===== src/rtl/ram_arb_pkg.sv =====
// rtl/ram_arb_pkg.sv - shared widths and state/grant types for the RAM arbiter
package ram_arb_pkg;

  localparam int ADDR_W_DEF = 8;
  localparam int DATA_W_DEF = 8;

  typedef enum logic [1:0] {
    IDLE   = 2'd0,
    ACCESS = 2'd1,
    RESP   = 2'd2
  } arb_state_t;

  typedef enum logic [1:0] {
    NONE  = 2'd0,
    FETCH = 2'd1,
    DATA  = 2'd2
  } grant_t;

endpackage


===== src/rtl/ram_arbiter_if.sv =====
// rtl/ram_arbiter_if.sv - fetch/data requester handshakes plus the RAM port, grouped as one bus
interface ram_arbiter_if #(
  parameter int ADDR_W = 8,
  parameter int DATA_W = 8
) ();

  logic              if_req;
  logic [ADDR_W-1:0] if_addr;
  logic              if_ack;
  logic [DATA_W-1:0] if_rdata;

  logic              dm_req;
  logic              dm_we;
  logic [ADDR_W-1:0] dm_addr;
  logic [DATA_W-1:0] dm_wdata;
  logic              dm_ack;
  logic [DATA_W-1:0] dm_rdata;

  logic              ram_wren;
  logic [ADDR_W-1:0] ram_address;
  logic [DATA_W-1:0] ram_data;
  logic [DATA_W-1:0] ram_q;

  logic              busy;

  modport slave (
    input  if_req, if_addr, dm_req, dm_we, dm_addr, dm_wdata, ram_q,
    output if_ack, if_rdata, dm_ack, dm_rdata, ram_wren, ram_address, ram_data, busy
  );

  modport master (
    output if_req, if_addr, dm_req, dm_we, dm_addr, dm_wdata, ram_q,
    input  if_ack, if_rdata, dm_ack, dm_rdata, ram_wren, ram_address, ram_data, busy
  );

endinterface


===== src/rtl/ram_arbiter_pick.sv =====
// rtl/ram_arbiter_pick.sv - combinational winner select; RAM_ARB_RR_EN selects round-robin ties
module arb_pick
  import ram_arb_pkg::*;
(
  input  logic   if_elig,
  input  logic   dm_elig,
`ifdef RAM_ARB_RR_EN
  input  logic   last_grant,
`endif
  output grant_t pick
);

  always_comb begin
    pick = NONE;
    if (if_elig && dm_elig) begin
`ifdef RAM_ARB_RR_EN
      // last_grant: 1 = data won last time, so fetch takes this tie
      pick = last_grant ? FETCH : DATA;
`else
      pick = DATA;
`endif
    end else if (dm_elig) begin
      pick = DATA;
    end else if (if_elig) begin
      pick = FETCH;
    end
  end

endmodule


===== src/rtl/ram_arbiter.sv =====
// rtl/ram_arbiter.sv - shares one 256x8 sync RAM between fetch and data ports; RAM_ARB_RR_EN enables round-robin
module ram_arbiter
  import ram_arb_pkg::*;
#(
  parameter int ADDR_W = ADDR_W_DEF,
  parameter int DATA_W = DATA_W_DEF
) (
  input  logic          clock,
  input  logic          reset,
  ram_arbiter_if.slave  bus
);

  arb_state_t        state;
  grant_t            grant;
  grant_t            pick;
  logic              if_ack_q, dm_ack_q, ram_wren_q, busy_q;
  logic [DATA_W-1:0] if_rdata_q, dm_rdata_q, ram_data_q;
  logic [ADDR_W-1:0] ram_address_q;
  logic              if_elig, dm_elig;

  // A requester acked this cycle may still show req high; do not reissue it.
  assign if_elig = bus.if_req && !if_ack_q;
  assign dm_elig = bus.dm_req && !dm_ack_q;

`ifdef RAM_ARB_RR_EN
  logic last_grant;

  arb_pick u_pick (
    .if_elig    (if_elig),
    .dm_elig    (dm_elig),
    .last_grant (last_grant),
    .pick       (pick)
  );
`else
  arb_pick u_pick (
    .if_elig (if_elig),
    .dm_elig (dm_elig),
    .pick    (pick)
  );
`endif

  always_ff @(posedge clock) begin
    if (reset) begin
      state         <= IDLE;
      grant         <= NONE;
      if_ack_q      <= 1'b0;
      dm_ack_q      <= 1'b0;
      if_rdata_q    <= '0;
      dm_rdata_q    <= '0;
      ram_wren_q    <= 1'b0;
      ram_address_q <= '0;
      ram_data_q    <= '0;
      busy_q        <= 1'b0;
`ifdef RAM_ARB_RR_EN
      last_grant    <= 1'b0;
`endif
    end else begin
      if_ack_q <= 1'b0;
      dm_ack_q <= 1'b0;
      case (state)
        IDLE: begin
          if (pick != NONE) begin
            grant  <= pick;
            state  <= ACCESS;
            busy_q <= 1'b1;
`ifdef RAM_ARB_RR_EN
            last_grant <= (pick == DATA);
`endif
            if (pick == DATA) begin
              ram_address_q <= bus.dm_addr;
              ram_data_q    <= bus.dm_wdata;
              ram_wren_q    <= bus.dm_we;
            end else begin
              ram_address_q <= bus.if_addr;
              ram_wren_q    <= 1'b0;
            end
          end else begin
            ram_wren_q <= 1'b0;
            busy_q     <= 1'b0;
          end
        end
        ACCESS: begin
          // ram_wren doubles as the latched write flag for this access
          ram_wren_q <= 1'b0;
          if (ram_wren_q) begin
            dm_ack_q <= 1'b1;
            grant    <= NONE;
            busy_q   <= 1'b0;
            state    <= IDLE;
          end else begin
            state <= RESP;
          end
        end
        RESP: begin
          if (grant == FETCH) begin
            if_rdata_q <= bus.ram_q;
            if_ack_q   <= 1'b1;
          end else begin
            dm_rdata_q <= bus.ram_q;
            dm_ack_q   <= 1'b1;
          end
          grant  <= NONE;
          busy_q <= 1'b0;
          state  <= IDLE;
        end
        default: begin
          state  <= IDLE;
          busy_q <= 1'b0;
        end
      endcase
    end
  end

  assign bus.if_ack      = if_ack_q;
  assign bus.if_rdata    = if_rdata_q;
  assign bus.dm_ack      = dm_ack_q;
  assign bus.dm_rdata    = dm_rdata_q;
  assign bus.ram_wren    = ram_wren_q;
  assign bus.ram_address = ram_address_q;
  assign bus.ram_data    = ram_data_q;
  assign bus.busy        = busy_q;

endmodule

===== src/flat_wrapper.sv =====
// flat-port wrapper written by rule: the top's interface ports become plain ports
module ram_arbiter_flat import ram_arb_pkg::*;
#(
  parameter int ADDR_W = ADDR_W_DEF,
  parameter int DATA_W = DATA_W_DEF
)
  (clock, reset, bus_if_req, bus_if_addr, bus_dm_req, bus_dm_we, bus_dm_addr, bus_dm_wdata, bus_ram_q, bus_if_ack, bus_if_rdata, bus_dm_ack, bus_dm_rdata, bus_ram_wren, bus_ram_address, bus_ram_data, bus_busy);
  ram_arbiter_if #(.ADDR_W(ADDR_W), .DATA_W(DATA_W)) bus_i ();
  input  logic clock;
  input  logic reset;
  input wire logic [$bits(bus_i.if_req)-1:0] bus_if_req;
  input wire logic [$bits(bus_i.if_addr)-1:0] bus_if_addr;
  input wire logic [$bits(bus_i.dm_req)-1:0] bus_dm_req;
  input wire logic [$bits(bus_i.dm_we)-1:0] bus_dm_we;
  input wire logic [$bits(bus_i.dm_addr)-1:0] bus_dm_addr;
  input wire logic [$bits(bus_i.dm_wdata)-1:0] bus_dm_wdata;
  input wire logic [$bits(bus_i.ram_q)-1:0] bus_ram_q;
  output wire logic [$bits(bus_i.if_ack)-1:0] bus_if_ack;
  output wire logic [$bits(bus_i.if_rdata)-1:0] bus_if_rdata;
  output wire logic [$bits(bus_i.dm_ack)-1:0] bus_dm_ack;
  output wire logic [$bits(bus_i.dm_rdata)-1:0] bus_dm_rdata;
  output wire logic [$bits(bus_i.ram_wren)-1:0] bus_ram_wren;
  output wire logic [$bits(bus_i.ram_address)-1:0] bus_ram_address;
  output wire logic [$bits(bus_i.ram_data)-1:0] bus_ram_data;
  output wire logic [$bits(bus_i.busy)-1:0] bus_busy;
  assign bus_i.if_req = bus_if_req;
  assign bus_i.if_addr = bus_if_addr;
  assign bus_i.dm_req = bus_dm_req;
  assign bus_i.dm_we = bus_dm_we;
  assign bus_i.dm_addr = bus_dm_addr;
  assign bus_i.dm_wdata = bus_dm_wdata;
  assign bus_i.ram_q = bus_ram_q;
  assign bus_if_ack = bus_i.if_ack;
  assign bus_if_rdata = bus_i.if_rdata;
  assign bus_dm_ack = bus_i.dm_ack;
  assign bus_dm_rdata = bus_i.dm_rdata;
  assign bus_ram_wren = bus_i.ram_wren;
  assign bus_ram_address = bus_i.ram_address;
  assign bus_ram_data = bus_i.ram_data;
  assign bus_busy = bus_i.busy;
  ram_arbiter #(.ADDR_W(ADDR_W), .DATA_W(DATA_W)) u_core (.clock(clock), .reset(reset), .bus(bus_i));
endmodule

===== config.mk =====
export PLATFORM = sky130hd
export DESIGN_NAME = ram_arbiter_flat
export DESIGN_NICKNAME = d
export VERILOG_FILES = /design/src/rtl/ram_arb_pkg.sv /design/src/rtl/ram_arbiter_if.sv /design/src/rtl/ram_arbiter_pick.sv /design/src/rtl/ram_arbiter.sv /design/src/flat_wrapper.sv
export SDC_FILE = /design/constraint.sdc
export NUM_CORES = 1
export LEC_CHECK = 0
export ABC_CLOCK_PERIOD_IN_PS = 2700
export BUFFER_PORTS_ARGS = -buffer_cell sky130_fd_sc_hd__buf_4
export CAP_MARGIN = 5
export CORE_MARGIN = 2
export CORE_UTILIZATION = 50
export CTS_CLUSTER_SIZE = 14
export DETAILED_ROUTE_END_ITERATION = 6
export MAX_ROUTING_LAYER = met4
export PLACE_DENSITY = 0.85
export SYNTH_ARGS = -nofsm -noshare
export SYNTH_HDL_FRONTEND = slang
export SYNTH_HIERARCHICAL = 1
export SYNTH_SLANG_ARGS = --single-unit

===== constraint.sdc =====
create_clock -name clock -period 2.7 [get_ports clock]
set_input_delay 0.405 -clock clock [delete_from_list [all_inputs] [get_ports clock]]
set_output_delay 0.405 -clock clock [all_outputs]
set_load 0.005 [all_outputs]

==> reports/metrics.yaml <==
critical_path:
  slowest_stage: "nand3b_1"
  cpLargestDelayFamily: "simple AND/OR/NAND/NOR gates"
  crit_required_ps: 2930
  cp_data_arrival_time_ps: 2010
  crit_fanout: 8
  cp_cell_sequence: "nor2b_1 > nor2b_1 > nand3b_1 > mux2i_1 > nor2_1"
  crit_path_start_kind: "flop"
  path_common_cell: "nor2b_1"
  endpoint_kind: "flop"
  path_class: "reg -> reg"
  timing.critical_path.buf_inv: 0
  slowest_delay_ps: 490
clock_tree:
  postCtsHoldBufs: 0
  htreeDepth: 2
  clockBufferDepth: 2
  cts_resized: 0
  clkTransAtPathRegs_ps: 110
  cts_setup_buffers: 0
  root_buffer: "clkbuf_4"
  clk_latency_ps: 340
  cts_buffers: 5
  cts_tree: "yes"
  cts_sinks: 40
global_routing:
  grt_pass1_vias: 1333
  grt_antenna_before_repair: 0
  grt_max_degree: 41
  grtUsageTotal_pct: 20.3
  grt-ovfl-total: 0
  grt_pass1_wl_mm: 5.62
synth:
  yosysTopAreaCellShare_pct: 48.5
  synth_edf_count: 0
  syn_nets: 219
  ys_seq_area_share_pct: 48.5
  yosysMostFrequentCell: "dfxtp_1"
  synth.distinct_cells: 27
  synth-seq-cells: 40
  synth_area_leader_cell: "dfxtp_1"
  netlist_instances: 178
  yosys-top-cells-count: "40 x dfxtp_1, 19 x nor2_1, 18 x a21oi_1, 18 x mux2i_1, 16 x nand3_1"
  synth_ff_type: "dfxtp_1"
  yosysWarnings: 6
  avgSynthCellArea_sq_um: 9.27
  synth_area_leaders: "dfxtp_1 49%, mux2i_1 11%, a21oi_1 5.5%"
  synthArstFlopShare_pct: 0
  syn_area_sq_mm: 0.00165
sta:
  fin_crit_ps: 1780
  setup-tns-final_ps: 0
  drv_slew: 0
  period_share_pct: 66.0
  tightest_slew_ps: 586
  hold_violations: 0
  final-setup-viol-count: 0
  setup_ws_ps: 917
  finClkSkew_ps: 5.95
  slew_headroom_pct: 60.9
  rsz0062_at_grt: "false"
  fmax_mhz: 561
detailed_routing:
  wl_met2_mm: 1.74
  drtPass1Iterations: 4
  antenna_left: 0
  first_iter_violations: 98
  wire_per_inst_um: 12.4
  top_layer: "met4"
  drc: 0
  wl_met3_um: 261
  wl_met1_mm: 1.53
  via_per_inst: 5.10
  routed_wl_mm: 3.57
  dr_total_vias: 1475
layout:
  antenna_cells: 0
  syn2layout_area_growth_pct: 35.3
  drive_gt1_share_pct: 32.2
  nets: 285
floorplanning:
  die_h_um: 61.5
  initial_utilization_pct: 53.2
  row_count: 20
  io_pins: 73
  die_w_um: 61.5
  dieArea_sq_mm: 0.00378
  core_area_sq_mm: 0.00310
job:
  maxCapViolCount: 0
power_and_ir_drop:
  swShare_pct: 26.4
  ir_drop_v: 0.000358
  p_leak_nw: 1.03
  clock_power_share_pct: 25.4
  p_int_w: 0.000894
  p_seq_share_pct: 54.0
  p_switching_w: 0.000320
  power.total_w: 0.00121
  combPwrFrac_pct: 20.7
  p_per_area_mw_per_mm2: 544
worst_hold_path:
  hp-class: "in -> reg"
outcome:
  status: "completed"
placement:
  gp_congestion: 0.766
  dp_hpwl_mm: 2.60
  port_buffers: 72
  dp_slack_ps: 747
-- per-layer routing --
metal,vias to the layer above,GRT usage [%]
li1,755,-
met5,-,-
met3,3,6.30
met4,0,6.08
met2,53,32.4
met1,664,24.8
-- registers in the layout (all words and copies together), names as in the netlist --
| name | cells |
|---|---|
| u_core/bus.ram_wren | 1 |
| u_core/bus.dm_rdata | 8 |
| u_core/bus.if_rdata | 8 |
| u_core/bus.ram_data | 8 |
| u_core/bus.busy | 1 |
| u_core/bus.ram_address | 8 |
| u_core/bus.if_ack | 1 |
| u_core/state | 2 |
| u_core/grant | 2 |
| u_core/bus.dm_ack | 1 |
-- final cells by class --
class	count	area [sq um]
Clock buffer	8	58.8
Fill cell	288	871
Inverter	4	15.0
Multi-Input combinational cell	121	762
Sequential cell	40	801
Tap cell	44	55.1
Timing Repair Buffer	72	541
-- placed cells by master (no fill, tap or decap), drive strengths merged --
cell type	Yosys	layout
nand2	9	9
nand3b	2	2
a2bb2oi	1	1
a22oi	1	1
nor3b	2	2
o31ai	2	2
o21a	1	1
nor2	19	19
buf	8	72
inv	4	4
or4b	2	2
a21oi	18	18
o21ai	8	8
clkbuf	5	8
nand3	16	16
nor2b	4	4
ha	4	4
nor3	3	3
a211oi	8	8
and2b	1	1
nand2b	2	2
dfxtp	40	40
mux2i	18	18
-- path summary, 6_finish.rpt --
path | startpoint | endpoint | slack, ps | depth (start not counted)
worst min register to register | u_core/bus.if_rdata[1] | u_core/bus.if_rdata[1] | 460 | 2
worst max register to register | u_core/bus.dm_ack | u_core/bus.ram_data[6] | 920 | 5
worst max-delay path | u_core/bus.dm_ack | u_core/bus.ram_data[6] | 920 | 5
worst min-delay path | bus_dm_wdata[4] | u_core/bus.ram_data[4] | 290 | 3
-- stage by stage --
stage / std cells / hold WS, ps / instance area [sq um] / utilization, %
after floorplan: 178 / 453 / 1650 / -
after global placement: 281 / 445 / 2170 / 70.0
after detailed placement: 281 / 448 / 2170 / 70.0
after CTS: 289 / 275 / 2230 / 71.9
after global routing: 289 / 294 / 2230 / 71.9
final: 289 / 285 / 2230 / 71.9
-- cells by family after synthesis --
| family | Yosys count | synth area share [%] |
|---|---|---|
| AOI/OAI and AO/OA | 39 | 13.9 |
| adders and majority gates | 4 | 3.03 |
| buffers and inverters | 17 | 5.31 |
| muxes | 18 | 10.9 |
| DFF | 40 | 48.5 |
| and+or+nand+nor | 60 | 18.3 |
-- power groups by stage --
stage	Combinational, W	Sequential, W	Clock [W]
final	0.000251	0.000655	0.000308
after global routing	0.000280	0.000661	0.000341
after CTS	0.000252	0.000656	0.000318
after detailed placement	0.000251	0.000669	0
after global placement	0.000246	0.000668	0
after floorplan	0.000146	0.000669	0
-- worst reg2reg max path, cell delays in order, from the launching register on --
cell,delay [ps]
dfxtp_1,330
nor2b_1,330
nor2b_1,180
nand3b_1,490
mux2i_1,300
nor2_1,60
No activity file was read; power rests on OpenSTA's default activity.
